==> src/rtl/error_inject_serial_pkg.sv <==
// Shared sizing for the Hamming(7,4) serial error injector.
package error_inject_serial_pkg;
    localparam int FRAME_LEN = 7;
    localparam int POS_W     = 3;

    localparam logic [POS_W-1:0] FIRST_POS = POS_W'(1);
    localparam logic [POS_W-1:0] LAST_POS  = POS_W'(FRAME_LEN);
endpackage

==> src/rtl/error_inject_serial_if.sv <==
// Serial bit stream into and out of the error injector, plus the injection position.
interface error_inject_serial_if;
    import error_inject_serial_pkg::*;

    logic             d_in;
    logic             strobe_in;
    logic [POS_W-1:0] error_pos;
    logic             d_out;
    logic             strobe_out;
    logic             err_flag;
    logic             frame_end;

    modport master (
        output d_in, strobe_in, error_pos,
        input  d_out, strobe_out, err_flag, frame_end
    );

    modport slave (
        input  d_in, strobe_in, error_pos,
        output d_out, strobe_out, err_flag, frame_end
    );
endinterface

==> src/rtl/error_inject_serial.sv <==
// Forwards strobed bits with one clk of latency, inverting at most one bit per codeword.
module error_inject_serial
    import error_inject_serial_pkg::*;
(
    input  logic                 clk,
    input  logic                 rst_n,
    error_inject_serial_if.slave bus
);

    logic [POS_W-1:0] r_bit_idx;
    logic [POS_W-1:0] r_pos_lat;
    logic [POS_W-1:0] w_pos;
    logic             w_first;
    logic             w_last;
    logic             w_hit;

    // The first bit of a codeword uses error_pos directly so the latch never lags a frame.
    assign w_first = (r_bit_idx == FIRST_POS);
    assign w_last  = (r_bit_idx == LAST_POS);
    assign w_pos   = w_first ? bus.error_pos : r_pos_lat;
    assign w_hit   = (w_pos == r_bit_idx) && (w_pos != '0);

    always_ff @(posedge clk or negedge rst_n) begin
        if (!rst_n) begin
            r_bit_idx      <= FIRST_POS;
            r_pos_lat      <= '0;
            bus.d_out      <= 1'b0;
            bus.strobe_out <= 1'b0;
            bus.err_flag   <= 1'b0;
            bus.frame_end  <= 1'b0;
        end else if (bus.strobe_in) begin
            bus.d_out      <= bus.d_in ^ w_hit;
            bus.strobe_out <= 1'b1;
            bus.err_flag   <= w_hit;
            bus.frame_end  <= w_last;
            r_bit_idx      <= w_last ? FIRST_POS : r_bit_idx + POS_W'(1);
            if (w_first) begin
                r_pos_lat <= bus.error_pos;
            end
        end else begin
            bus.strobe_out <= 1'b0;
            bus.err_flag   <= 1'b0;
            bus.frame_end  <= 1'b0;
        end
    end

endmodule

==> src/flat_wrapper.sv <==
// flat-port wrapper written by rule: the top's interface ports become plain ports
module error_inject_serial_flat import error_inject_serial_pkg::*;
  (clk, rst_n, bus_d_in, bus_strobe_in, bus_error_pos, bus_d_out, bus_strobe_out, bus_err_flag, bus_frame_end);
  error_inject_serial_if bus_i ();
  input  logic clk;
  input  logic rst_n;
  input wire logic [$bits(bus_i.d_in)-1:0] bus_d_in;
  input wire logic [$bits(bus_i.strobe_in)-1:0] bus_strobe_in;
  input wire logic [$bits(bus_i.error_pos)-1:0] bus_error_pos;
  output wire logic [$bits(bus_i.d_out)-1:0] bus_d_out;
  output wire logic [$bits(bus_i.strobe_out)-1:0] bus_strobe_out;
  output wire logic [$bits(bus_i.err_flag)-1:0] bus_err_flag;
  output wire logic [$bits(bus_i.frame_end)-1:0] bus_frame_end;
  assign bus_i.d_in = bus_d_in;
  assign bus_i.strobe_in = bus_strobe_in;
  assign bus_i.error_pos = bus_error_pos;
  assign bus_d_out = bus_i.d_out;
  assign bus_strobe_out = bus_i.strobe_out;
  assign bus_err_flag = bus_i.err_flag;
  assign bus_frame_end = bus_i.frame_end;
  error_inject_serial u_core (.clk(clk), .rst_n(rst_n), .bus(bus_i));
endmodule
==> config.mk <==
export PLATFORM = sky130hd
export DESIGN_NAME = error_inject_serial_flat
export DESIGN_NICKNAME = d
export VERILOG_FILES = /design/src/rtl/error_inject_serial_pkg.sv /design/src/rtl/error_inject_serial_if.sv /design/src/rtl/error_inject_serial.sv /design/src/flat_wrapper.sv
export SDC_FILE = /design/constraint.sdc
export NUM_CORES = 1
export LEC_CHECK = 0
export ABC_AREA = 1
export BUFFER_PORTS_ARGS = -buffer_cell sky130_fd_sc_hd__buf_2
export CAP_MARGIN = 10
export CORE_MARGIN = 8
export CORE_UTILIZATION = 35
export DETAILED_ROUTE_END_ITERATION = 8
export GPL_TIMING_DRIVEN = 1
export SLEW_MARGIN = 0
export SYNTH_ARGS = -nofsm -noshare
export SYNTH_HDL_FRONTEND = slang
export SYNTH_SLANG_ARGS = --single-unit
==> constraint.sdc <==
create_clock -name clk -period 2.77 [get_ports clk]
set_input_delay 0.4155 -clock clk [delete_from_list [all_inputs] [get_ports clk]]
set_output_delay 0.4155 -clock clk [all_outputs]
set_load 0.01 [all_outputs]
# --- Word level (Yosys, flattened, before mapping) ---
# Cells that the tools add are included.
word_totals:
  reg_bits: 10
  latch_bits: 0
  mem_bits_rw: 0
  mem_bits_ro: 0
  output_inout_bits: 4
  memories: 0
classes:
  addsub: 1
  multipliers: 0
  div_mod_pow: 0
  n_lt_le_gt_ge: 0
  eq_ne: 3
  shift: 0
  n_mux: 5
  bitwise_logic: 1
  reduce_logical: 2
ops:
  columns: ["op", "count"]
  rows:
  - ["two-way mux 3 bit", 2]
  - ["adder 3 x 1 -> 3 bit (second input constant)", 1]
  - ["== test 3 x 1 -> 1 bit (second input constant)", 1]
  - ["== test 3 bit", 1]
  - ["== test 3 bit (second input constant)", 1]
  - ["two-way mux 1 bit", 3]
  - ["nonzero test 3 bit", 1]
  - ["logical AND 1 bit", 1]
  - ["XOR 1 bit", 1]

# --- Logic depth before layout (Yosys ltp) ---
# Gate-level depths: netlist (run 1).
logic_depth:
  word_depth: 5
  depth_mapped: 12
  mapped_depth_nobuf: 12

# --- Worst setup path before layout (run 1) ---
# No wires, ideal clock.
synth_timing:
  path_kind: "flip-flop to flip-flop"
  from: "register u_core.r_bit_idx[0]"
  to: "register u_core.bus.d_out"
  setup_ps: 117
  arrival_ps: 1328
  path_slack_ps: 1324
  path_stages_with_launch: 11
  n_path_buf: 0
  path_cell_list: "dfstp_2 -> ha_1 -> nand2_2 -> nand2_1 -> nand2_1 -> nor2_1 -> nand2_1 -> nand2_1 -> nand3_1 -> nand3_1 -> nand2_1"
synth_via:
  elab_chain_len: 5
  elab_cells_between_ends: 6
synth_lines:
  columns: ["item", "line", "source"]
  rows:
  - ["from (decl)", "error_inject_serial.sv:10", "logic [POS_W-1:0] r_bit_idx;"]
  - ["from (signal assigned)", "error_inject_serial.sv:36", "r_bit_idx <= w_last ? FIRST_POS : r_bit_idx + POS_W'(1);"]
  - ["== test 3 x 1 -> 1 bit", "error_inject_serial.sv:18", "assign w_first = (r_bit_idx == FIRST_POS);"]
  - ["two-way mux 3 bit", "error_inject_serial.sv:20", "assign w_pos = w_first ? bus.error_pos : r_pos_lat;"]
  - ["== test 3 bit / nonzero test 3 bit (equally long branches)", "error_inject_serial.sv:21", "assign w_hit = (w_pos == r_bit_idx) && (w_pos != '0);"]
  - ["logical AND 1 bit (*)", "error_inject_serial.sv:21", null]
  - ["XOR 1 bit (*)", "error_inject_serial.sv:32", "bus.d_out <= bus.d_in ^ w_hit;"]
  - ["to (signal assigned)", "error_inject_serial.sv:32", null]
  - ["to (decl)", "error_inject_serial_if.sv:20", "output d_out, strobe_out, err_flag, frame_end"]
# Every way passes the cells marked *; elsewhere a longest branch is shown, timed or not.
# A chain may end at the register's enable or synchronous reset.

# --- Final worst setup path (run 1) ---
# Same ends and word-level chain as after synthesis.

==> metrics.txt, run 1 <==
startpoint type of the worst setup path flip-flop; Hold Crit Start bus_strobe_in; worst slew pin tran 228.4 ps; area grow syn2layout 19.53%; Max-slew headroom 84.77%; clock sinks 10; fin cells 99; htree depth 1; Die Y 55.21 um; first-pass GRT wire length 1849 um; initial DRC count 3; clk slew on worst S/H paths 70 ps; routed len/inst 10.64 um; Final #Nets 94; DR pass1 iterations 2; syn nets 79; commonest cells after routing, fill and taps aside 21 x nand2_1, 10 x buf_2, 9 x inv_1, 9 x nand3_1, 9 x dfrtp_1; Critical Path RT 2930 ps; Distinct cells, synth 13; Fillers 163; IO Count 11; Crit. End Element flip-flop; peak supply drop 0.3589 mV; top cell type's share of synthesized area 41.86%; worst min path class input port to flip-flop; fin crit share 56.73%; final non-filler cell area 643.1 um2; worst skew pair latency 260 ps; status complete, no violations; PortBufs 10; CP arrival 1730 ps; CTS tree built; r2r endpoint u_core.bus.d_out; Hold WS 378.8 ps; fmax 0.6363 GHz; Total Routing Usage GR 7.354%; largest net degree at the start of global routing 13; vias in the first global route 446; die width 55.21 um; DRT Wirelength 1053 um; Worst Reg-to-Reg Cells 10; TritonCTS Buffers 3; RSZ-0062 raised after global routing false; cells after synthesis 69; final setup margin 1198 ps; leak pwr 0.3664 nW; CTS root buffer clkbuf_4; Mapped Area 538.0 um2; drc violations 0; Max FO, Critical Path 5; total grt overflow 0; Die Area 3048 um2; sequential-to-total area share from yosys stat 46.74%; fin crit period 1572 ps; Routability Congestion 0.8633; placed cell area 596.8 um2; cell accounting for the most synthesized area dfrtp_1; Ys Warns 0; via count 453; Worst Setup EP u_core.bus.d_out; syn_area_per_cell 7.797 um2; Worst Setup Path Type flip-flop to flip-flop; Via density 4.576; share of cells above drive strength 1 24.10%; maxcap violations 0; Seq cells post-synth 10; cell total after placement 94; setup_tns 0 ps; critical path launch point u_core.r_bit_idx[0]; Clock Skew 0.7470 ps; Critical R2R Launch u_core.r_bit_idx[0]; final setup vio count 0; fin. max-slew vios 0; ant diodes 0; commonest non-fill, non-tap cell in the layout nand2_1; Rows 14; reg2reg setup slack 1200 ps; antenna violations before repair 0; post-place setup slack 1210 ps; Initial Utilization 36.56%; Core Region 1471 um2; CTS max path bufs 2; Synth area leaders dfrtp_1 42%, nand2_1 15%, nand3_1 8.4%, ha_1 7.0%, inv_1 6.3%; antenna-violating nets left 0; Post-DP HPWL 835 um; final hold violation count 0; Pwr Density 984.9 nW/um2
through the flow:
| step | util [%] | power (W) |
|---|---|---|
| 3_5_place_dp | 40.56 | 0.0005071 |
| 2_1_floorplan | - | 0.0004458 |
| 6_report | 43.71 | 0.0006334 |
| 4_1_cts | 43.71 | 0.0006439 |
| 5_1_grt | 43.71 | 0.0006975 |
| 3_3_place_gp | 40.56 | 0.0005067 |
final cells by class:
class | instances | area, um2 | share of cell area [%]
clock buffer | 4 | 36.28 | 5.642
inverter | 10 | 37.54 | 5.837
multi-input combinational | 48 | 237.7 | 36.96
sequential | 10 | 251.5 | 39.11
tap | 16 | 20.02 | 3.113
timing repair buffer | 11 | 60.06 | 9.339
sequential cells by signal (all words and copies together) (netlist names):
signal / flops
u_core.r_bit_idx: 3
u_core.bus.d_out: 1
u_core.bus.err_flag: 1
u_core.bus.frame_end: 1
u_core.bus.strobe_out: 1
u_core.r_pos_lat: 3
cells by family (layout without fill, tap and decap cells):
group,after synthesis,after routing,synth area share [%]
flip-flops,10,10,46.75
buffers and inverters,11,25,9.069
adder cells (fa/ha/maj),3,3,6.977
AND/OR/NAND/NOR,38,38,30.47
AO/OA/AOI/OAI,7,7,6.745
synth_stat cells (all sizes together):
cell	count
a31oi	1
nand2	24
ha	3
inv	10
nand3	9
dfrtp	9
dfstp	1
buf	1
o21ai	6
nor2	5
how the worst min path moves through the flow:
stage / end / slack, ps / cells past startpoint
detailed placement: u_core.r_pos_lat[0] / 290 / 1
floorplan: u_core.bus.d_out / 120 / 0
finish: u_core.bus.strobe_out / 380 / 1
CTS: u_core.bus.strobe_out / 360 / 1
global route: u_core.bus.strobe_out / 370 / 1
global placement: u_core.r_pos_lat[1] / 290 / 1
layer usage:
metal / GRT usage, % / part of all wire, %
met1: 7.632 / 46
met2: 10.90 / 46
met3: 5.479 / 7.6
met4: 3.169 / 0
met5: 0 / 0
critical path, stage by stage, from the launching register on:
cell and delay [ps]:
dfstp_2 560, ha_1 250, nand2_2 110, nand2_1 90, nand2_1 50, nor2_1 80, nand2_1 50, nand2_1 70
nand3_1 70, nand3_1 80, nand2_1 40
what timing repair did:
action | in CTS | in global routing
resized for setup | 0 | 0
endpoints found under the hold margin | 5 | 0
hold buffers | 1 | 0
setup buffers | 0 | 0
report_power, final:
| group | switching, W | internal [W] |
|---|---|---|
| clock | 0.0000511 | 0.0000798 |
| combinational | 0.000163 | 0.000102 |
| sequential | 0.0000375 | 0.000200 |
Power figures use the tool's default switching activity.
==> inputs of run 2 (changes only) <==
- clock period: 2.77 -> 1.3 ns (I/O delays scaled with it)
==> run 2 against run 1 <==
Against the previous run: the run now ends with negative setup slack left; largest power group unchanged; clock skew increased by 4.7 ps; largest cell class is now multi-input combinational cells; worst hold slack got worse by 220 ps; sequential share of layout area decreased by 5.6 points.
==> metrics.txt, run 2 (same netlist as run 1, synthesis figures left out) <==
Overall Power 0.001599 W; total grt overflow 0; Via density 4.565; antenna-violating nets left 0; area grow syn2layout 39.53%; Max FO, Critical Path 5; Largest regs u_core.r_bit_idx: 3 flops, u_core.r_pos_lat: 3 flops; CTS tree built; critical path launch point u_core.r_bit_idx[0]; crit path buf inv count 0; PortBufs 10; fin. max-slew vios 0; cell total after placement 101; Critical Path RT 1470 ps; crit-path max cell delay 550 ps; hold depth 1; Post-DP HPWL 896.4 um; ant diodes 0; die width 55.21 um; Final #Nets 103; peak supply drop 0.9106 mV; initial DRC count 3; final hold violation count 0; clock sinks 10; clk slew on worst S/H paths 70 ps; CTS max path bufs 2; startpoint type of the worst setup path flip-flop; DRT Wirelength 1148 um; critical path, cell by cell ha_4 -> nand2_4 -> nand2_2 -> nand2_1 -> nor2_1 -> nand2_1 -> nand2_1 -> nand3_1 -> nand3_1 -> nand2_1; final setup margin -129.4 ps; Worst Setup EP u_core.bus.d_out; Crit. End Element flip-flop; share of cells above drive strength 1 35.87%; reg2reg setup slack -130 ps; Most Frequent Cell on Critical Path nand2_1; antenna violations before repair 0; DR pass1 iterations 4; final setup vio count 2; CTS root buffer clkbuf_4; Hold Crit Start bus_strobe_in; Initial Utilization 36.56%; largest net degree at the start of global routing 13; drc violations 0; Critical Path Stages 10; fmax 0.6996 GHz; vias in the first global route 472; commonest non-fill, non-tap cell in the layout nand2_1; r2r endpoint u_core.bus.d_out; RSZ-0062 raised after global routing true; Crit-path slowest cell dfstp_2; worst skew pair latency 270 ps; Crit path max-delay family simple AND/OR/NAND/NOR gates; Die Y 55.21 um; Critical R2R Launch u_core.r_bit_idx[0]; IO Count 11; via count 493; status finished, violations left; leak pwr 0.4065 nW; Rows 14; setup_tns -187.3 ps; fin crit period 1429 ps; Die Area 3048 um2; worst slew pin tran 238.8 ps; Routability Congestion 0.8054; Pwr Density 2130 nW/um2; Clock Skew 5.422 ps; Max-slew headroom 84.08%; first-pass GRT wire length 1959 um; TritonCTS Buffers 3; Worst Setup Path Type flip-flop to flip-flop; maxcap violations 0; Total Routing Usage GR 7.917%; Worst Reg-to-Reg Cells 10; fin crit share 110.0%; fin cells 108; htree depth 1; Fillers 161; routed len/inst 10.63 um; worst min path class input port to flip-flop; failing checks negative setup slack; Core Region 1471 um2; CP arrival 1590 ps; commonest cells after routing, fill and taps aside 20 x nand2_1, 10 x buf_2, 9 x inv_1, 9 x buf_4, 9 x dfrtp_1
run 2: worst min path at each step:
stage	end	slack [ps]
floorplan	u_core.bus.d_out	-100
global placement	u_core.r_pos_lat[0]	70
detailed placement	u_core.r_pos_lat[1]	70
CTS	u_core.bus.strobe_out	150
global route	u_core.bus.strobe_out	160
finish	u_core.bus.strobe_out	160
run 2: repair_timing:
action / 4_1_cts / 5_1_grt
hold buffers: 1 / 0
setup buffers: 1 / 1
endpoints found under the setup margin: 2 / 6
gates resized for setup: 0 / 4
hold endpoints to repair: 9 / 0
pin swaps: 0 / 4
run 2: area by class of cell:
type | instances | area, um2 | area share (%)
multi-input cells | 48 | 287.8 | 38.33
inverters | 10 | 37.54 | 5.000
clock buffers | 4 | 26.28 | 3.500
well taps | 16 | 20.02 | 2.667
repair buffers | 20 | 127.6 | 17.00
flip-flops and latches | 10 | 251.5 | 33.50
run 2: worst reg2reg max path, stage by stage (launching register included):
cell and delay (ps):
dfstp_2 550, ha_4 170, nand2_4 70, nand2_2 70
nand2_1 40, nor2_1 90, nand2_1 60, nand2_1 80
nand3_1 80, nand3_1 80, nand2_1 50
run 2: metal layers:
layer	track usage (%)	part of all wire, %
met2	11.22	42
met5	0	0
met4	6.338	2.8
met1	8.707	46
met3	3.881	9.1
run 2: through the flow:
step           hold WS (ps)  worst slack (ps)  utilization, %  instance area (um2)
2_1_floorplan        -100.6            -66.80               -                563.0
3_5_place_dp          69.36            -135.3           45.83                674.4
5_1_grt               162.0            -258.2           51.02                750.7
6_report              156.3            -129.4           51.02                750.7
4_1_cts               147.3            -135.3           48.81                718.2
3_3_place_gp          72.74            -119.1           45.83                674.4
run 2: power by group:
| group | total (W) | switching (W) | internal (W) |
|---|---|---|---|
| sequential | 0.000490 | 0.0000648 | 0.000425 |
| combinational | 0.000883 | 0.000451 | 0.000431 |
| clock | 0.000226 | 0.000107 | 0.000119 |
| total | 0.00160 | 0.000624 | 0.000976 |
==> inputs of run 3 (changes only) <==
- CORE_MARGIN: 8 -> 2
- RECOVER_POWER: default -> 25
==> run 3 against run 2 <==
Against the previous run: critical endpoint unchanged; highest routed layer is now met3; global-route usage grew 5.1 points; register-to-register slack worse by 20 ps; fmax fell by 1.3%; sequential power rose by 1%; first-iteration DRC count increased by 33%; combinational power is 2% lower; die area decreased by 39%; the flow still finishes with violations (negative setup slack); flip-flop and latch count is the same; utilization grew 1.0 points; setup slack worse by 19 ps; sequential share of layout area shrank 0.66 points; clock skew is 2.0 ps lower.
==> metrics.txt, run 3 (same netlist as run 1, synthesis figures left out) <==
status finished, violations left; failing checks negative setup slack; crit path buf inv count 0; critical path launch point u_core.r_bit_idx[0]; Sw Pwr 0.0006346 W; final setup margin -148.8 ps; maxcap violations 0; commonest non-fill, non-tap cell in the layout nand2_1; fin crit share 111.4%; fin. max-slew vios 0; placed cell area 666.9 um2; Worst Setup EP u_core.bus.d_out; clk slew on worst S/H paths 70 ps; Crit. End Element flip-flop; final non-filler cell area 765.7 um2; Most Frequent Cell on Critical Path nand2_1; Via density 4.467; antenna violations before repair 0; worst skew pair latency 260 ps; Critical Path Stages 10; Max FO, Critical Path 5; Fillers 154; worst slew pin tran 555.1 ps; htree depth 1; Core Region 1471 um2; Clock power frac 17.0%; Net Sw Frac 38.73%; area grow syn2layout 42.33%; RSZ-0062 raised after global routing true; Hold Crit Start bus_strobe_in; fmax 0.6902 GHz; Crit-path slowest cell dfstp_2; share of cells above drive strength 1 38.46%; sequential power share 30.4%; crit-path max cell delay 560 ps; Worst Setup Path Type flip-flop to flip-flop; worst min path class input port to flip-flop; CTS tree built; cell total after placement 100; Largest regs u_core.r_bit_idx: 3 flops, u_core.r_pos_lat: 3 flops; die width 43.21 um; CP arrival 1610 ps; leak pwr 0.4079 nW; commonest cells after routing, fill and taps aside 18 x nand2_1, 9 x inv_1, 9 x buf_2, 9 x dfrtp_1; Post-DP HPWL 829.9 um; fin cells 107; fin crit period 1449 ps; startpoint type of the worst setup path flip-flop; Multi-input gate area 297.8 um2; Max-slew headroom 62.99%; r2r endpoint u_core.bus.d_out; initial DRC count 4; final hold violation count 0; CTS max path bufs 2; Worst Reg-to-Reg Cells 10; Die Y 43.21 um; via count 478; Final #Nets 102; total grt overflow 0; vias in the first global route 407; peak supply drop 0.9493 mV; Critical Path RT 1460 ps; drc violations 0; first-pass GRT wire length 1662 um; routed len/inst 9.944 um; DR pass1 iterations 2; clock sinks 10; Reg area 251.5 um2; IO Count 11; Pwr Density 2140 nW/um2; Die Area 1867 um2; largest net degree at the start of global routing 13; Routability Congestion 0.7264; Total Routing Usage GR 12.98%; reg2reg setup slack -150 ps; CTS root buffer clkbuf_4; combinational share of power 52.7%; Initial Utilization 36.56%; DRT Wirelength 1064 um; final setup vio count 2; critical path, cell by cell ha_4 -> nand2_4 -> nand2_2 -> nand2_2 -> nand2_1 -> nand2_1 -> nor2_2 -> nand3_1 -> nand3_1 -> nand2_1; ant diodes 0; PortBufs 10; Clock Skew 3.394 ps; Internal 0.001004 W; Rows 14; Crit path max-delay family simple AND/OR/NAND/NOR gates; antenna-violating nets left 0; Critical R2R Launch u_core.r_bit_idx[0]; TritonCTS Buffers 3
==> run 3: cell types whose count changed in the layout (fill, tap and decap cells not counted), sizes merged <==
cell / delta
clkbuf: +1
buf: -2
==> run 3: layer usage <==
layer	GRT usage, %	part of all wire, %	vias up
met4	3.636	0	0
met5	0	0	-
li1	-	-	261
met2	21.49	50	12
met1	13.58	43	205
met3	8.085	6.6	0
==> run 3: worst min path at each step <==
stage	to	slack, ps	depth (start not counted)
final	u_core.bus.strobe_out	170	1
after detailed placement	u_core.r_pos_lat[0]	70	1
after floorplan	u_core.bus.d_out	-100	0
after CTS	u_core.bus.strobe_out	150	1
after global placement	u_core.r_pos_lat[1]	70	1
after global routing	u_core.bus.strobe_out	150	1
==> run 3: metrics by stage <==
stage               setup WS, ps  power [W]  utilization (%)  setup TNS [ps]  hold slack [ps]
floorplan                 -66.80   0.001007                -          -66.80           -100.6
global placement          -122.3   0.001264            45.32          -138.0            70.94
detailed placement        -142.2   0.001274            45.32          -164.2            69.66
CTS                       -161.2   0.001594            49.57          -449.6            154.1
global route              -247.4   0.001803            52.04          -498.5            154.5
finish                    -148.8   0.001638            52.04          -195.9            167.5
==> run 3: area by class of cell <==
class	instances	area share [%]
Inverter	10	4.902
Tap cell	16	2.614
Timing Repair Buffer	19	16.01
Clock buffer	4	4.739
Sequential cell	10	32.84
Multi-Input combinational cell	48	38.89
==> run 3: repair_timing <==
action	CTS	global route
setup endpoints to repair	4	6
pin swaps	1	2
buffers inserted	1	2
hold endpoints to repair	9	0
resized for setup	3	8
hold buffers	1	0
==> run 3: power groups by stage <==
stage,registers (W),logic [W],clock network [W]
after floorplan,0.000513,0.000494,0
after global placement,0.000499,0.000765,0
after detailed placement,0.000502,0.000772,0
after CTS,0.000498,0.000807,0.000289
after global routing,0.000514,0.000984,0.000305
final,0.000497,0.000863,0.000278
==> run 3: worst reg2reg max path, cell delays in order (launching register included) <==
cell	delay, ps
dfstp_2	560
ha_4	170
nand2_4	80
nand2_2	70
nand2_2	60
nand2_1	50
nand2_1	50
nor2_2	90
nand3_1	80
nand3_1	80
nand2_1	50
